<file path="config.mk">
export PLATFORM = sky130hd
export DESIGN_NAME = alu_pipe
export DESIGN_NICKNAME = d
export VERILOG_FILES = /design/src/rtl/alu_pipe_pkg.sv /design/src/rtl/alu_pipe_stage.sv /design/src/rtl/alu_pipe.sv
export SDC_FILE = /design/constraint.sdc
export NUM_CORES = 1
export LEC_CHECK = 0
export CORE_ASPECT_RATIO = 1.4
export CORE_UTILIZATION = 35
export CTS_CLUSTER_SIZE = 12
export DETAILED_ROUTE_END_ITERATION = 10
export HOLD_SLACK_MARGIN = 0.06
export PLACE_DENSITY = 0.57
export RECOVER_POWER = 50
export SLEW_MARGIN = 20
export SYNTH_ARGS = -nofsm -noshare
export SYNTH_HDL_FRONTEND = slang
export SYNTH_SLANG_ARGS = --single-unit
</file>
<file path="constraint.sdc">
create_clock -name clk -period 3.2 [get_ports clk]
set_clock_uncertainty 0.1 [all_clocks]
set_input_delay 0.32 -clock clk [delete_from_list [all_inputs] [get_ports clk]]
set_output_delay 0.32 -clock clk [all_outputs]
set_load 0.01 [all_outputs]
</file>
<file path="src/rtl/alu_pipe_pkg.sv">
// Shared definitions for alu_pipe: control bit positions and Hack opcodes.
// Latency: n/a (constants only).
// Backpressure: n/a.
package alu_pipe_pkg;

  // Bit positions inside the 6-bit ctrl word {zx,nx,zy,ny,f,no}.
  localparam int CTRL_ZX = 5;
  localparam int CTRL_NX = 4;
  localparam int CTRL_ZY = 3;
  localparam int CTRL_NY = 2;
  localparam int CTRL_F  = 1;
  localparam int CTRL_NO = 0;

  // The 18 Hack ALU computations.
  localparam logic [5:0] OP_ZERO    = 6'b101010;
  localparam logic [5:0] OP_ONE     = 6'b111111;
  localparam logic [5:0] OP_NEG1    = 6'b111010;
  localparam logic [5:0] OP_X       = 6'b001100;
  localparam logic [5:0] OP_Y       = 6'b110000;
  localparam logic [5:0] OP_NOTX    = 6'b001101;
  localparam logic [5:0] OP_NOTY    = 6'b110001;
  localparam logic [5:0] OP_NEGX    = 6'b001111;
  localparam logic [5:0] OP_NEGY    = 6'b110011;
  localparam logic [5:0] OP_XPLUS1  = 6'b011111;
  localparam logic [5:0] OP_YPLUS1  = 6'b110111;
  localparam logic [5:0] OP_XMINUS1 = 6'b001110;
  localparam logic [5:0] OP_YMINUS1 = 6'b110010;
  localparam logic [5:0] OP_XPLUSY  = 6'b000010;
  localparam logic [5:0] OP_XMINUSY = 6'b010011;
  localparam logic [5:0] OP_YMINUSX = 6'b000111;
  localparam logic [5:0] OP_XANDY   = 6'b000000;
  localparam logic [5:0] OP_XORY    = 6'b010101;

endpackage

</file>
<file path="src/rtl/alu_pipe_stage.sv">
// Generic valid/ready pipeline register holding one W-bit payload.
// Latency: 1 cycle.
// Backpressure: in_ready = ~out_valid | out_ready; payload holds while stalled.
// Ports: in_valid/in_ready/in_data upstream, out_valid/out_ready/out_data downstream.
module alu_pipe_stage #(
  parameter int W = 8
) (
  input  logic         clk,
  input  logic         rst_n,
  input  logic         in_valid,
  output logic         in_ready,
  input  logic [W-1:0] in_data,
  output logic         out_valid,
  input  logic         out_ready,
  output logic [W-1:0] out_data
);

  logic         valid_q, valid_d;
  logic [W-1:0] data_q, data_d;
  logic         en;

  always_comb begin
    en      = ~valid_q | out_ready;
    valid_d = valid_q;
    data_d  = data_q;
    if (en) begin
      valid_d = in_valid;
      // Payload only moves on a real transfer, so bubbles keep the old value.
      if (in_valid) data_d = in_data;
    end
  end

  always_ff @(posedge clk or negedge rst_n) begin
    if (!rst_n) begin
      valid_q <= 1'b0;
      data_q  <= '0;
    end else begin
      valid_q <= valid_d;
      data_q  <= data_d;
    end
  end

  assign in_ready  = en;
  assign out_valid = valid_q;
  assign out_data  = data_q;

endmodule

</file>
<file path="src/rtl/alu_pipe.sv">
// Two-stage pipelined Hack ALU (preset, then compute) with tag pass-through.
// Latency: accepted at edge N, result valid after edge N+1; 1 op/cycle.
// Backpressure: full valid/ready; in_ready depends only on out_ready and state.
// Ports: clk, rst_n; in_valid/in_ready/x/y/ctrl/in_tag; out_valid/out_ready/out/zr/ng/out_tag.
// Optional: define ALU_PIPE_CARRY_EN to add co/ov (carry and signed overflow of xs+ys).
module alu_pipe
  import alu_pipe_pkg::*;
#(
  parameter int WIDTH = 16,
  parameter int TAG_W = 4
) (
  input  logic             clk,
  input  logic             rst_n,
  input  logic             in_valid,
  output logic             in_ready,
  input  logic [WIDTH-1:0] x,
  input  logic [WIDTH-1:0] y,
  input  logic [5:0]       ctrl,
  input  logic [TAG_W-1:0] in_tag,
  output logic             out_valid,
  input  logic             out_ready,
  output logic [WIDTH-1:0] out,
  output logic             zr,
  output logic             ng,
  output logic [TAG_W-1:0] out_tag
`ifdef ALU_PIPE_CARRY_EN
  ,
  output logic             co,
  output logic             ov
`endif
);

  typedef struct packed {
    logic [WIDTH-1:0] xs;
    logic [WIDTH-1:0] ys;
    logic             f;
    logic             no;
    logic [TAG_W-1:0] tag;
  } s1_t;

  typedef struct packed {
    logic [WIDTH-1:0] res;
    logic             zr;
    logic             ng;
`ifdef ALU_PIPE_CARRY_EN
    logic             co;
    logic             ov;
`endif
    logic [TAG_W-1:0] tag;
  } s2_t;

  s1_t s1_in, s1_out;
  s2_t s2_in, s2_out;
  logic s1_valid, s2_ready;

  logic [WIDTH-1:0] xz, yz, r;
`ifdef ALU_PIPE_CARRY_EN
  logic [WIDTH:0] sum;
`else
  logic [WIDTH-1:0] sum;
`endif

  // Stage 1: zero/negate presets on the raw operands.
  always_comb begin
    xz        = ctrl[CTRL_ZX] ? '0 : x;
    yz        = ctrl[CTRL_ZY] ? '0 : y;
    s1_in     = '0;
    s1_in.xs  = ctrl[CTRL_NX] ? ~xz : xz;
    s1_in.ys  = ctrl[CTRL_NY] ? ~yz : yz;
    s1_in.f   = ctrl[CTRL_F];
    s1_in.no  = ctrl[CTRL_NO];
    s1_in.tag = in_tag;
  end

  // Stage 2: function select, output negate, flags from the final value.
  always_comb begin
`ifdef ALU_PIPE_CARRY_EN
    sum = {1'b0, s1_out.xs} + {1'b0, s1_out.ys};
    r   = s1_out.f ? sum[WIDTH-1:0] : (s1_out.xs & s1_out.ys);
`else
    sum = s1_out.xs + s1_out.ys;
    r   = s1_out.f ? sum : (s1_out.xs & s1_out.ys);
`endif
    s2_in     = '0;
    s2_in.res = s1_out.no ? ~r : r;
    s2_in.zr  = (s2_in.res == '0);
    s2_in.ng  = s2_in.res[WIDTH-1];
    s2_in.tag = s1_out.tag;
`ifdef ALU_PIPE_CARRY_EN
    // Both flags describe the raw addition, before the 'no' inversion.
    s2_in.co  = s1_out.f & sum[WIDTH];
    s2_in.ov  = s1_out.f & (s1_out.xs[WIDTH-1] == s1_out.ys[WIDTH-1])
                         & (sum[WIDTH-1] != s1_out.xs[WIDTH-1]);
`endif
  end

  alu_pipe_stage #(.W($bits(s1_t))) u_s1 (
    .clk       (clk),
    .rst_n     (rst_n),
    .in_valid  (in_valid),
    .in_ready  (in_ready),
    .in_data   (s1_in),
    .out_valid (s1_valid),
    .out_ready (s2_ready),
    .out_data  (s1_out)
  );

  alu_pipe_stage #(.W($bits(s2_t))) u_s2 (
    .clk       (clk),
    .rst_n     (rst_n),
    .in_valid  (s1_valid),
    .in_ready  (s2_ready),
    .in_data   (s2_in),
    .out_valid (out_valid),
    .out_ready (out_ready),
    .out_data  (s2_out)
  );

  assign out     = s2_out.res;
  assign zr      = s2_out.zr;
  assign ng      = s2_out.ng;
  assign out_tag = s2_out.tag;
`ifdef ALU_PIPE_CARRY_EN
  assign co      = s2_out.co;
  assign ov      = s2_out.ov;
`endif

endmodule

</file>
==> metrics.md <==
| Metric | Value |
|---|---|
| Outcome | complete, no violations |
| DRC viols | 0 |
| Cell accounting for the most synthesized area | dfrtp_1 |
| Cell row count | 46 |
| Skew-Pair Late Insertion Delay | between 0.3 and 0.4 ns |
| CP Data Required Time | 3.36 ns |
| Post-synth ARST share | 1.000 |
| Most frequent CP cell | o21a_1 |
| Share of the synthesized area in the top cell type | 0.3698 |
| Via-to-Cell Ratio | 4.970 |
| CTS H-tree depth | 3 |
| Clock sink count | 61 |
| Antenna cell count | 0 |
| Lkg Pwr | 2.109 nW |
| # Max-Cap Violations | 0 |
| Final min period | 3.031 ns |
| Inst Count DP | roughly 650 |
| YS warnings | 0 |
| Die area | 12240 um^2 |
| HP Class | reg -> reg |
| Clk buf depth | 2 |
| IO Pins | 70 |
| Worst path slowest cell | or4b_1 |
| Net Count, Synth | 521 |
| RePlAce Congestion | roughly 0.8 |
| Worst R2R Start | u_s1.out_data[6]$_DFFE_PN0P_ |
| Startpoint types | flip-flop |
| WP data arrival | 3.19 ns |
| Initial antenna violation count | 0 |
| First-pass GRT wire length | around 15000 um |
| Power Density | 657.6 nW/um^2 |
| Post-Syn Instances | 458 |
| Initial Util | 0.3622 |
| Mapped Area | 4128 um^2 |
| Final instance area | 5285 um^2 |
| Total gr overflow | 0 |
| Sum of negative setup slack | 0 ns |
| CTS Buf Count | 9 |
| DRT Wirelength | 8630 um |
| Routed Antenna Nets | 0 |
| Hold Startpoint | u_s2.out_data[9]$_DFFE_PN0P_ |
| Worst rel slew slack | 0.1685 |
| Period utilization | 0.9472 |
| Post-Syn Area per Cell | 9.012 um^2 |
| Post-synth EDFFs | 0 |
| Endpoints failing setup | 0 |
| DRT iter0 DRCs | around 170 |
| CP max FO | 5 |
| DIE HEIGHT | 130.5 um |
| DRT Pass-1 Iters | 4 |
| Critical Path End Type | flip-flop |
| Final setup margin | ~0.17 ns |
| Dpl ws | 0.005424 ns |
| Core Footprint | roughly 11000 um^2 |
| #FFs+latches synth | just over 60 |
| Area growth from synthesis to layout | 28.04% |
| Ranking of synthesized cells by area | dfrtp_1, xnor2_1, o21ai_0 |
| Largest net degree at the start of global routing | 71 |
| Cell Chain, Critical Path | ha_1, fa_2, a211oi_1, buf_4, o21a_1, o31a_2, o21a_1, a31o_2, xnor2_1, or4b_1, o21ai_1 |
| Routed WL per cell | roughly 13 um |
| Share of cells above drive strength 1 | 0.1031 |
| Detailed Place HPWL | around 6600 um |
| Slew Viols, Final | 0 |
| Max VDD drop | 0.0002383 V |
| Filler cells | roughly 1100 |
| Upper clock frequency limit | approximately 0.33 GHz |
| Worst-margin pin slew | between 1 and 1.5 ns |
| Vias in the first global route | 3184 |
| CP peak stage delay | 0.51 ns |
| Hold Vio Cnt, Final | 0 |
| CTS tree | built |
| Die X | 93.78 um |
| PortBufs | just under 70 |
| Post-synthesis sequential area ratio | 0.3698 |
| Critical path startpoint | u_s1.out_data[6]$_DFFE_PN0P_ |
| Via count | 3320 |
| Kind of critical path | reg -> reg |
| Post-synthesis cell type count | 57 |
| Ys flop type | dfrtp_1 |
| RSZ-0062 raised after global routing | false |
| Gr usage total | 0.1559 |
| Nets | 582 |
| Layout Cells excl Fill | 668 |
| Clk slew on worst S/H paths | 0.05 ns |
| Clock Tree Root | clkbuf_16 |
| Placed inst area | 4954 um^2 |
per-stage QoR:
| step | util | total power, mW | hold slack (ns) |
|---|---|---|---|
| global route | 0.4638 | 3.728 | 0.4107 |
| CTS | 0.4622 | 3.509 | 0.1046 |
| global placement | 0.4347 | 2.461 | 0.3646 |
| finish | 0.4638 | 3.475 | 0.3765 |
| floorplan | - | 1.981 | -0.07559 |
| detailed placement | 0.4347 | 2.494 | 0.3738 |
cells by family (layout without fill, tap and decap cells):
logic type / count (synthesis) / count (layout) / synth area share
simple gates: 179 / 179 / 0.2346
flops: 61 / 61 / 0.3698
buf+inv: 32 / 98 / 0.03243
mux: 19 / 19 / 0.05092
compound gates: 102 / 102 / 0.1570
xor+xnor: 48 / 48 / 0.1019
fa+ha+maj: 17 / 17 / 0.05335
layer usage:
metal / wire length [um] / track usage / vias up / part of all wire
li1: - / - / 1740 / -
met1: 4056 / 0.1966 / 1504 / 0.47
met2: 4171 / 0.2623 / 68 / 0.48
met3: 277 / 0.03125 / 8 / 0.032
met4: 125 / 0.05973 / 0 / 0.014
met5: 0 / 0 / - / 0
synthesized netlist by cell type (6+ instances only):
cell type  instances
dfrtp_1           61
nand2_1           61
o21ai_0           51
xnor2_1           39
nor2b_1           38
clkbuf_1          19
ha_1              16
mux2_2            16
nor2_1            12
nor3_1            12
a21oi_1            9
nand3_1            9
xor2_1             9
nand2b_1           8
or3_1              6
registers in the layout (all words and copies together) (netlist names):
name and cells:
u_s1.out_data 38, u_s2.out_valid 1, u_s1.out_valid 1, u_s2.out_data 21
worst paths after layout:
path                                                 end  slack [ns]  cells after the start
min reg2reg                 u_s2.out_data[9]$_DFFE_PN0P_        0.38                      2
min in group asynchronous     u_s1.out_valid$_DFFE_PN0N_        0.64                      2
max in group asynchronous  u_s1.out_data[14]$_DFFE_PN0P_        1.03                      3
max                         u_s2.out_data[5]$_DFFE_PN0P_        0.17                     11
max reg2reg                 u_s2.out_data[5]$_DFFE_PN0P_        0.17                     11
min                         u_s2.out_data[9]$_DFFE_PN0P_        0.38                      2
worst max-delay path, delay by kind of cell, from the launching register on:
family	cells	cell delay, ns
compound gates	6	1.21
fa+ha+maj	2	0.51
simple gates	1	0.51
flops	1	0.35
buf+inv	1	0.16
xor+xnor	1	0.13
area by class of cell:
type | count | area [um^2] | area share
clock inverter | 3 | 42.54 | 0.008049
timing repair buffer | 79 | 753.2 | 0.1425
multi-input combinational | 365 | 2501 | 0.4732
sequential | 61 | 1526 | 0.2888
tap | 144 | 180.2 | 0.03409
inverter | 3 | 11.26 | 0.002131
clock buffer | 13 | 270.3 | 0.05114
placed cells by master, fill, tap and decap left out, types with 3 or more instances in the layout:
cell             synthesis  layout
clkdlybuf4s50_1          0      67
dfrtp_1                 61      61
nand2_1                 61      60
o21ai_0                 51      51
xnor2_1                 39      39
nor2b_1                 38      38
mux2_2                  16      16
ha_1                    16      16
nor2_1                  12      12
nor3_1                  12      10
a21oi_1                  9       9
nand3_1                  9       9
xor2_1                   9       9
clkbuf_16                0       9
nand2b_1                 8       8
or3_1                    6       6
buf_4                    2       6
nand3b_1                 5       5
o211ai_1                 5       5
and3_1                   5       5
o21a_1                   4       4
a21o_1                   4       4
nor4b_1                  4       4
a211oi_1                 3       3
and2_1                   3       3
inv_1                    3       3
nor3b_1                  3       3
a31oi_1                  4       3
mux2i_1                  3       3
clkbuf_1                19       3
clkbuf_8                 0       3
what timing repair did:
action,CTS,global route
setup endpoints to repair,1,1
endpoints found under the hold margin,0,44
resized for setup,1,6
setup buffers,0,0
hold buffers,0,1
where the power goes:
| group | internal, mW | leakage (nW) | switching, mW | total, mW |
|---|---|---|---|---|
| logic | 0.715 | 1.22 | 0.695 | 1.41 |
| registers | 0.960 | 0.738 | 0.111 | 1.07 |
| clock network | 0.664 | 0.152 | 0.331 | 0.995 |
Power figures use the tool's default switching activity.
